[config.mk]
export PLATFORM = sky130hd
export DESIGN_NAME = weight_stream_loader
export DESIGN_NICKNAME = d
export VERILOG_FILES = /design/src/rtl/weight_stream_loader.sv
export SDC_FILE = /design/constraint.sdc
export NUM_CORES = 1
export LEC_CHECK = 0
export ABC_AREA = 1
export CORE_UTILIZATION = 25
export DETAILED_ROUTE_END_ITERATION = 6
export DONT_BUFFER_PORTS = 1
export HOLD_SLACK_MARGIN = 0.05
export SLEW_MARGIN = 20
export SYNTH_ARGS = -nofsm -noshare
export SYNTH_HDL_FRONTEND = slang
export SYNTH_SLANG_ARGS = --single-unit
[constraint.sdc]
create_clock -name clk -period 1.65 [get_ports clk]
set_input_delay 0.4125 -clock clk [delete_from_list [all_inputs] [get_ports clk]]
set_output_delay 0.4125 -clock clk [all_outputs]
set_load 0.05 [all_outputs]
[src/rtl/weight_stream_loader.sv]
// weight_stream_loader: packs a serial weight stream into full columns.
// Optional ping-pong column banks when WEIGHT_LOADER_DBUF_EN is defined.
module weight_stream_loader #(
  parameter int WEIGHT_WIDTH = 5,
  parameter int WEIGHT_ROWS  = 96,
  parameter int WEIGHT_COLS  = 3,
  localparam int ROW_IDX_W =
    (WEIGHT_ROWS > 1) ? $clog2(WEIGHT_ROWS) : 1,
  localparam int COL_IDX_W =
    (WEIGHT_COLS > 1) ? $clog2(WEIGHT_COLS) : 1
) (
  input  logic                    clk,
  input  logic                    reset_n,
  input  logic                    start,
  input  logic                    w_valid,
  output logic                    w_ready,
  input  logic [WEIGHT_WIDTH-1:0] w_data,
  output logic [WEIGHT_WIDTH-1:0] weights_out [0:WEIGHT_ROWS-1],
  output logic                    col_valid,
  input  logic                    col_ack,
  output logic [COL_IDX_W-1:0]    col_idx,
  output logic                    busy,
  output logic                    done
);

  localparam logic [ROW_IDX_W-1:0] LAST_ROW =
    ROW_IDX_W'(WEIGHT_ROWS - 1);
  localparam logic [COL_IDX_W-1:0] LAST_COL =
    COL_IDX_W'(WEIGHT_COLS - 1);

  typedef enum logic [1:0] {
    IDLE,
    FILL,
    PRESENT
  } state_t;

  state_t               state_q, state_d;
  logic [ROW_IDX_W-1:0] wr_ptr_q, wr_ptr_d;
  logic [COL_IDX_W-1:0] col_idx_q, col_idx_d;
  logic                 done_q, done_d;
  logic                 beat;

  assign busy    = (state_q != IDLE);
  assign done    = done_q;
  assign col_idx = col_idx_q;

`ifdef WEIGHT_LOADER_DBUF_EN

  // FILL means columns remain to be streamed; PRESENT means
  // every column is loaded and only acks are outstanding.
  logic [WEIGHT_WIDTH-1:0] bank_q [0:1][0:WEIGHT_ROWS-1];
  logic [WEIGHT_WIDTH-1:0] bank_d [0:1][0:WEIGHT_ROWS-1];
  logic [COL_IDX_W-1:0]    fill_idx_q, fill_idx_d;
  logic [1:0]              full_q, full_d;
  logic                    wr_bank_q, wr_bank_d;
  logic                    rd_bank_q, rd_bank_d;

  assign weights_out = bank_q[rd_bank_q];

  // Fill and present run concurrently on opposite banks.
  always_comb begin
    state_d    = state_q;
    wr_ptr_d   = wr_ptr_q;
    col_idx_d  = col_idx_q;
    fill_idx_d = fill_idx_q;
    full_d     = full_q;
    wr_bank_d  = wr_bank_q;
    rd_bank_d  = rd_bank_q;
    done_d     = 1'b0;
    w_ready    = 1'b0;
    col_valid  = full_q[rd_bank_q];
    unique case (state_q)
      IDLE: begin
        if (start) begin
          state_d    = FILL;
          wr_ptr_d   = '0;
          col_idx_d  = '0;
          fill_idx_d = '0;
          full_d     = '0;
          wr_bank_d  = 1'b0;
          rd_bank_d  = 1'b0;
        end
      end
      FILL: begin
        w_ready = !full_q[wr_bank_q];
      end
      PRESENT: begin
        w_ready = 1'b0;
      end
      default: begin
        state_d = IDLE;
      end
    endcase
    beat = w_valid && w_ready;
    if (beat) begin
      if (wr_ptr_q == LAST_ROW) begin
        wr_ptr_d          = '0;
        full_d[wr_bank_q] = 1'b1;
        wr_bank_d         = ~wr_bank_q;
        fill_idx_d        = fill_idx_q + 1'b1;
        if (fill_idx_q == LAST_COL) begin
          state_d = PRESENT;
        end
      end else begin
        wr_ptr_d = wr_ptr_q + 1'b1;
      end
    end
    if (col_valid && col_ack) begin
      full_d[rd_bank_q] = 1'b0;
      rd_bank_d         = ~rd_bank_q;
      if (col_idx_q == LAST_COL) begin
        state_d   = IDLE;
        col_idx_d = '0;
        done_d    = 1'b1;
      end else begin
        col_idx_d = col_idx_q + 1'b1;
      end
    end
  end

  // Accepted beat lands in the bank being filled.
  always_comb begin
    bank_d = bank_q;
    if (beat) begin
      bank_d[wr_bank_q][wr_ptr_q] = w_data;
    end
  end

  // Control and bank registers.
  always_ff @(posedge clk or negedge reset_n) begin
    if (!reset_n) begin
      state_q    <= IDLE;
      wr_ptr_q   <= '0;
      col_idx_q  <= '0;
      fill_idx_q <= '0;
      full_q     <= '0;
      wr_bank_q  <= 1'b0;
      rd_bank_q  <= 1'b0;
      done_q     <= 1'b0;
      for (int b = 0; b < 2; b++) begin
        for (int i = 0; i < WEIGHT_ROWS; i++) begin
          bank_q[b][i] <= '0;
        end
      end
    end else begin
      state_q    <= state_d;
      wr_ptr_q   <= wr_ptr_d;
      col_idx_q  <= col_idx_d;
      fill_idx_q <= fill_idx_d;
      full_q     <= full_d;
      wr_bank_q  <= wr_bank_d;
      rd_bank_q  <= rd_bank_d;
      done_q     <= done_d;
      bank_q     <= bank_d;
    end
  end

`else

  logic [WEIGHT_WIDTH-1:0] buf_q [0:WEIGHT_ROWS-1];
  logic [WEIGHT_WIDTH-1:0] buf_d [0:WEIGHT_ROWS-1];

  assign weights_out = buf_q;

  // Single bank: fill and present strictly alternate.
  always_comb begin
    state_d   = state_q;
    wr_ptr_d  = wr_ptr_q;
    col_idx_d = col_idx_q;
    done_d    = 1'b0;
    w_ready   = 1'b0;
    col_valid = 1'b0;
    unique case (state_q)
      IDLE: begin
        if (start) begin
          state_d   = FILL;
          wr_ptr_d  = '0;
          col_idx_d = '0;
        end
      end
      FILL: begin
        w_ready = 1'b1;
        if (w_valid) begin
          if (wr_ptr_q == LAST_ROW) begin
            state_d  = PRESENT;
            wr_ptr_d = '0;
          end else begin
            wr_ptr_d = wr_ptr_q + 1'b1;
          end
        end
      end
      PRESENT: begin
        col_valid = 1'b1;
        if (col_ack) begin
          if (col_idx_q == LAST_COL) begin
            state_d   = IDLE;
            col_idx_d = '0;
            done_d    = 1'b1;
          end else begin
            state_d   = FILL;
            col_idx_d = col_idx_q + 1'b1;
          end
        end
      end
      default: begin
        state_d = IDLE;
      end
    endcase
    beat = w_valid && w_ready;
  end

  // Accepted beat lands at the write pointer.
  always_comb begin
    buf_d = buf_q;
    if (beat) begin
      buf_d[wr_ptr_q] = w_data;
    end
  end

  // Control and column buffer registers.
  always_ff @(posedge clk or negedge reset_n) begin
    if (!reset_n) begin
      state_q   <= IDLE;
      wr_ptr_q  <= '0;
      col_idx_q <= '0;
      done_q    <= 1'b0;
      for (int i = 0; i < WEIGHT_ROWS; i++) begin
        buf_q[i] <= '0;
      end
    end else begin
      state_q   <= state_d;
      wr_ptr_q  <= wr_ptr_d;
      col_idx_q <= col_idx_d;
      done_q    <= done_d;
      buf_q     <= buf_d;
    end
  end

`endif

endmodule

# After elaboration in Yosys (flattened, before gate mapping)
# Index checks and enable logic that the tools add are counted.
# word_totals
regBits	492
inputBits	10
out_inout_bits	486
word_cells	144
# classes
addsub	2
magnitude_cmp	2
n_eq_ne	8
mux	22
n_bitwise	1
reduce_logical	9
# op_table
operator	count
$bwmux 480	1
$demux 5 s7	1
$mux 7	3
$mux 2	7
$pmux 7 s2	1
$ge 8x8->1 const B	1
$lt 8x1->1 const B	1
$ne 2x2->1 const B	4
$not 7->8	1
$add 7x1->7 const B	1
$eq 7x7->1 const B	1
$mux 1	6
$pmux 2 s3	1
$reduce_and 3->1	2
$reduce_bool 2->1	3
$mux 5	1
$eq 2x2->1 const B	2
$pmux 2 s2	1
$reduce_and 4->1	1
$add 2x1->2 const B	1
$eq 2x1->1 const B	1
$logic_and 1x1->1	2
$logic_not 2->1	1

# Longest topological paths before layout
# Gate-level depths: netlist of the first run.
# depth
word_depth	6
depth_mapped	8
depth_no_buf	8

# Worst setup path after synthesis of the first run
# No wires, ideal clock.
# synth_path
path_kind	flip-flop to output port
startpoint	register state_q[1]
endpoint	output col_valid
arrival_time_ps	1325
required_time_ps	1237
path_slack_ps	-87
path_stages_with_launch	3
n_path_buf	0
cell_sequence	dfrtp_1 > inv_1 > nor2_1
# synth_via
elab_chain_len	2
# synth_lines
element	line	source
start, declared	37	state_t state_q, state_d;
start signal, assigned	231	state_q <= state_d;
$eq 2x2->1	173	unique case (state_q)
$mux 1	173	
end, declared	19	output logic col_valid,
# No other way between the ends.

# Final worst setup path of the first run
# layout_path
startpoint	register state_q[1]
endpoint	register buf_q, in the netlist weights_out[114]
# layout_via
elab_chain_len	3
# layout_lines
element	line	source
$eq 2x1->1	173	
$mux 1	173	
$logic_and 1x1->1	209	beat = w_valid && w_ready;
end signal, assigned	235	buf_q <= buf_d;
end, declared	160	logic [WEIGHT_WIDTH-1:0] buf_q [0:WEIGHT_ROWS-1];
# No other way between the ends.
# A chain may end at the register's enable or synchronous reset.

==> metrics, run 1 <==
most common cell after layout, fill and taps aside dfrtp_2; Cells after Synth ~1700; Post-synth EDFFs 0; Worst Path Max Fanout 8; CTS buffer count 54; setup tns final -43830 ps; final setup margin -236 ps; period utilization 114%; largest net degree at the start of global routing about 500; Final nets 1927; Yosys cell types 22; Critical Path End Type flip-flop; HPWL after DPL between 40000 and 50000 µm; Synth Net Count about 1700; Vias between 10000 and 15000; synthesized area per cell 10.5 µm²; GR Overflow Total 0; share of layout cells above drive strength 1 58.9%; Synth async-reset ratio 100%; kind of critical path flip-flop to flip-flop; drt first pass iters 5; Tightest Pin Transition 1430 ps; Power Density around 1400 mW/mm²; Relative slew margins 4.64%; Final Hold Vio Count roughly 500; Final min period between 1500 and 2000 ps; Critical Path RT ~2100 ps; most frequent cells in the layout 474 x dfrtp_2, 354 x nand2_1, 208 x o21ai_0; post-route antenna net violation count 0; Post-CTS Hold Fix Bufs 1; CP max-delay cell dfrtp_2; startpoint types flip-flop; # setup viols final about 390; Longest Clk Path Bufs 3; status finished with violations; # IOs 496; worst vdd rail ir drop around 1.3 mV; Final GP Congestion between 0.8 and 0.9; Die ar. 0.0737 mm²; Post-Route WL about 66000 µm; chip width approximately 270 µm; # clock sinks around 500; max cap viols 0; Hold Crit Class primary input to async pin; final hold slack -479 ps; CTS HTree Levels 2; I/O Buffers 0; sequential-to-total area share from yosys stat roughly two thirds; Clock Skew approximately 16 ps; number of global-route vias before repair ~14000; Starting Density around a quarter; Synth Register Bits between 400 and 500; Final Slew Violations 0; Post-synth top flop dfrtp_1; gr usage total 16.4%; CTS tree done; Clk Tree Root Cell clkbuf_16; RSZ-0062 raised after global routing yes; DR iter-0 viols 954; dpl ws -73.4 ps; Achievable Freq ~0.53 GHz; failing checks negative hold slack, negative setup slack; Arrival @ worst endpoint between 2000 and 2500 ps; crit-path cells buf_12 > nor2_8 > buf_12 > nand2_8 > buf_12 > nor2_8 > buf_12 > buf_4 > nand2_4 > nand2_1 > o21ai_0; Vias/cell slightly below 5; Syn-to-layout area delta 45.1%; Die Ht about 270 µm; Pleak roughly 11 nW; CP most frequent cell buf_12; drt drc 0; max incr delay on CP ~430 ps; Post-Syn Area ~0.018 mm²; core area ~0.07 mm²; FP Rows 98; WL/cell 22.6 µm; worst-case reg-to-reg path depth 11; number of antenna violations at the first check in global routing 1; clock latency on the worst-skew pair around 600 ps; CTS clock-pin slew for the worst setup and hold paths 60 ps; global-route wire length before repair 91700 µm; Yosys Warn Count 0
==> metrics by stage <==
stage	area, µm²	utilization, %	hold WS (ps)	total power [mW]	cells
finish	26300	36.8	-479	35.7	2910
detailed placement	20100	28.1	129	20.9	2708
floorplan	18200	-	117	19.1	1734
CTS	24100	33.7	-521	35.3	2856
global route	26300	36.8	-528	36.9	2910
global placement	20100	28.1	129	20.7	2708
==> cell usage after synthesis (10+ instances only) <==
| cell | number | area (µm²) |
|---|---|---|
| clkbuf_1 | 50 | 188 |
| nand2_1 | 512 | 1920 |
| nor2_1 | 10 | 37.5 |
| dfrtp_1 | 492 | 12300 |
| o21ai_1 | 100 | 500 |
| nand3_1 | 24 | 120 |
| nand2_2 | 69 | 432 |
| nand3_2 | 10 | 100 |
| inv_1 | 34 | 128 |
| nor2_2 | 14 | 87.6 |
| nand2_4 | 10 | 113 |
| o21ai_0 | 387 | 1940 |
==> worst paths after layout <==
check,startpoint,to,slack (ps)
worst max register to register,state_q[1],weights_out[114],-240
min in group clk,start,state_q[0],220
worst min register to register,weights_out[5],weights_out[5],510
worst min-delay path,reset_n,weights_out[380],-480
worst max-delay path,state_q[1],weights_out[114],-240
max in group asynchronous,reset_n,weights_out[43],880
==> layer usage <==
metal | GRT usage [%] | share of wire [%]
met4 | 6.15 | 3.3
met5 | 0 | 0
met2 | 27.5 | 49
met3 | 5.86 | 9.1
met1 | 19.1 | 38
==> state kept, by name (all words and copies together) (netlist names) <==
register / cells
col_idx: 2
weights_out: 480
state_q: 2
wr_ptr_q: 7
done: 1
==> where the power goes <==
part	internal (mW)	switching, mW
logic	2.20	3.25
clock network	7.83	5.09
registers	13.2	4.15
==> logic make-up (layout without fill, tap and decap cells) <==
logic type / count (synthesis) / in the layout / share of synthesized area, %
AND/OR/NAND/NOR: 665 / 715 / 16.8
flip-flops: 492 / 492 / 67.8
AO/OA/AOI/OAI: 489 / 489 / 13.5
buffers and inverters: 87 / 262 / 1.82
adder cells (fa/ha/maj): 1 / 1 / 0.0689
other: 0 / 1 / 0
==> critical path, delay by kind of cell (launching register included) <==
kind / cells / cell delay (ps)
buf+inv: 5 / 780
compound gates: 1 / 90
simple gates: 5 / 440
flops: 1 / 430
==> final cells by class <==
type / instances / area, µm²
Tap cell: 950 / 1190
Fill cell: 6679 / 45300
Clock buffer: 73 / 1580
Sequential cell: 492 / 12900
Timing Repair Buffer: 127 / 2000
Multi-Input combinational cell: 1205 / 8170
Clock inverter: 26 / 347
Inverter: 36 / 141
Antenna cell: 1 / 2.50
==> repair_timing <==
action,in CTS,in global routing
pin swaps,18,23
endpoints found under the hold margin,494,492
gates resized for setup,703,465
gates cloned,23,32
setup buffers,26,23
setup endpoints to repair,714,492
Note: power is estimated with default switching activity, not from simulation.
==> run 2: changes to the inputs <==
Settings changed: BUFFER_PORTS_ARGS from default to -buffer_cell sky130_fd_sc_hd__clkbuf_2, DONT_BUFFER_PORTS 1 to default.
==> metrics, run 2 (synthesis gave the netlist of run 1 again) <==
core area between 0.07 and 0.08 mm²; Non-Filler Instances 3453; Critical Path End Type output pin; chip width ~270 µm; WL/cell about 21 µm; Arrival @ worst endpoint approximately 1500 ps; drt first pass iters 5; status finished with violations; global-route wire length before repair about 98000 µm; Worst Path Max Fanout 4; DR iter-0 viols approximately 1000; FP Rows just under 100; CTS HTree Levels 2; # clock sinks 492; CTS clock-pin slew for the worst setup and hold paths ~60 ps; Post-DP Area between 0.02 and 0.025 mm²; GR Overflow Total 0; Syn-to-layout area delta 72.8%; Critical Path Start state_q[1]; Longest Clk Path Bufs 3; Final Hold Vio Count 0; Clk Tree Root Cell clkbuf_16; Post-Route WL approximately 72000 µm; # setup viols final ~380; Die Ht 271 µm; max cap viols 0; worst-case reg-to-reg path depth 10; Pleak 14.5 nW; Tightest Pin Transition 521 ps; R2R Path End weights_out[132]; Die ar. 0.0737 mm²; placed cells 3217; RSZ-0062 raised after global routing yes; Final nets 2466; Starting Density 25.3%; failing checks negative setup slack; kind of critical path flip-flop to output pin; post-layout util a little over two fifths; post-route antenna net violation count 0; r2r setup slk -200 ps; Vias/cell around 4.6; drt drc 0; CTS tree done; startpoint types flip-flop; Vias between 15000 and 20000; clock latency on the worst-skew pair 610 ps; I/O Buffers between 400 and 500; Final GP Congestion a little over 0.8; gr usage total between 15 and 20%; period utilization 115%; CP max-delay cell dfrtp_2; Finished Cell Area ~0.031 mm²; share of layout cells above drive strength 1 43.1%; final hold slack ~210 ps; Largest register FFs 480; Final min period 1890 ps; worst vdd rail ir drop ~1.1 mV; most frequent cells in the layout 488 x dfrtp_1, 416 x nand2_1, 350 x clkbuf_8; max incr delay on CP ~470 ps; HPWL after DPL 43400 µm; # IOs 496; crit-path cells inv_4 > nor2_4 > clkbuf_16; Clock Skew just over 20 ps; Relative slew margins 65.2%; CTS buffer count between 50 and 60; number of antenna violations at the first check in global routing 1; Hold Crit Class primary input to async pin; final setup margin -242 ps; FF-to-FF Start state_q[1]; largest net degree at the start of global routing 81; number of global-route vias before repair 15302; Critical Path RT about 1200 ps; Achievable Freq 0.529 GHz; Final Slew Violations 0; most common cell after layout, fill and taps aside dfrtp_1; Power Density 1240 mW/mm²
-- run 2: cell types whose count changed in the layout (fill, tap and decap cells not counted), moves of 62 or more --
| cell | delta |
|---|---|
| o21ai_2 | -73 |
| clkbuf_4 | +141 |
| clkbuf_8 | +334 |
| dfrtp_1 | +471 |
| dfrtp_2 | -470 |
| nand2_1 | +62 |
-- run 2: final cells by class --
type | instances | area, µm²
Timing Repair Buffer | 672 | 8430
Inverter | 36 | 155
Clock inverter | 20 | 295
Sequential cell | 492 | 12300
Antenna cell | 1 | 2.50
Fill cell | 6477 | 40200
Multi-Input combinational cell | 1197 | 7330
Tap cell | 950 | 1190
Clock buffer | 85 | 1640
-- run 2: metal layers --
metal	share of wire, %	GRT usage, %	vias to the layer above
met5	0	0	-
met4	2.4	4.85	0
met3	5.8	4.11	108
met2	50	28.7	543
met1	42	22.2	7919
li1	-	-	7300
-- run 2: worst max-delay path by stage --
stage / end / slack [ps]
finish: col_valid / -240
CTS: col_valid / -290
global route: w_ready / -300
floorplan: weights_out[445] / -60
global placement: weights_out[321] / -30
detailed placement: weights_out[323] / -80
-- run 2: per-stage QoR --
step / worst slack, ps / TNS [ps] / power [mW]
after CTS: -292 / -1260 / 36.7
after global routing: -303 / -65200 / 40.3
after global placement: -33.7 / -170 / 21.9
final: -242 / -27720 / 38.9
after floorplan: -62.7 / -3030 / 19.1
after detailed placement: -76.3 / -753 / 22.0
-- run 2: worst max-delay path: cells and delay by family, from the launching register on --
family | cells | cell delay (ps)
buffers and inverters | 2 | 270
AND/OR/NAND/NOR | 1 | 140
flip-flops | 1 | 470
-- run 2: power by group --
part	internal (mW)	switching (mW)	leakage (nW)
combinational	4.45	7.45	6.78
clock	7.84	5.27	0.940
sequential	13.1	0.859	6.81
total	25.4	13.6	14.5
-- run 2: what timing repair did --
action,CTS,global route
hold buffers,2,0
endpoints found under the hold margin,234,0
setup endpoints to repair,511,556
buffers inserted,12,65
cloned,0,51
pin swaps,2,51
gates resized for setup,840,476
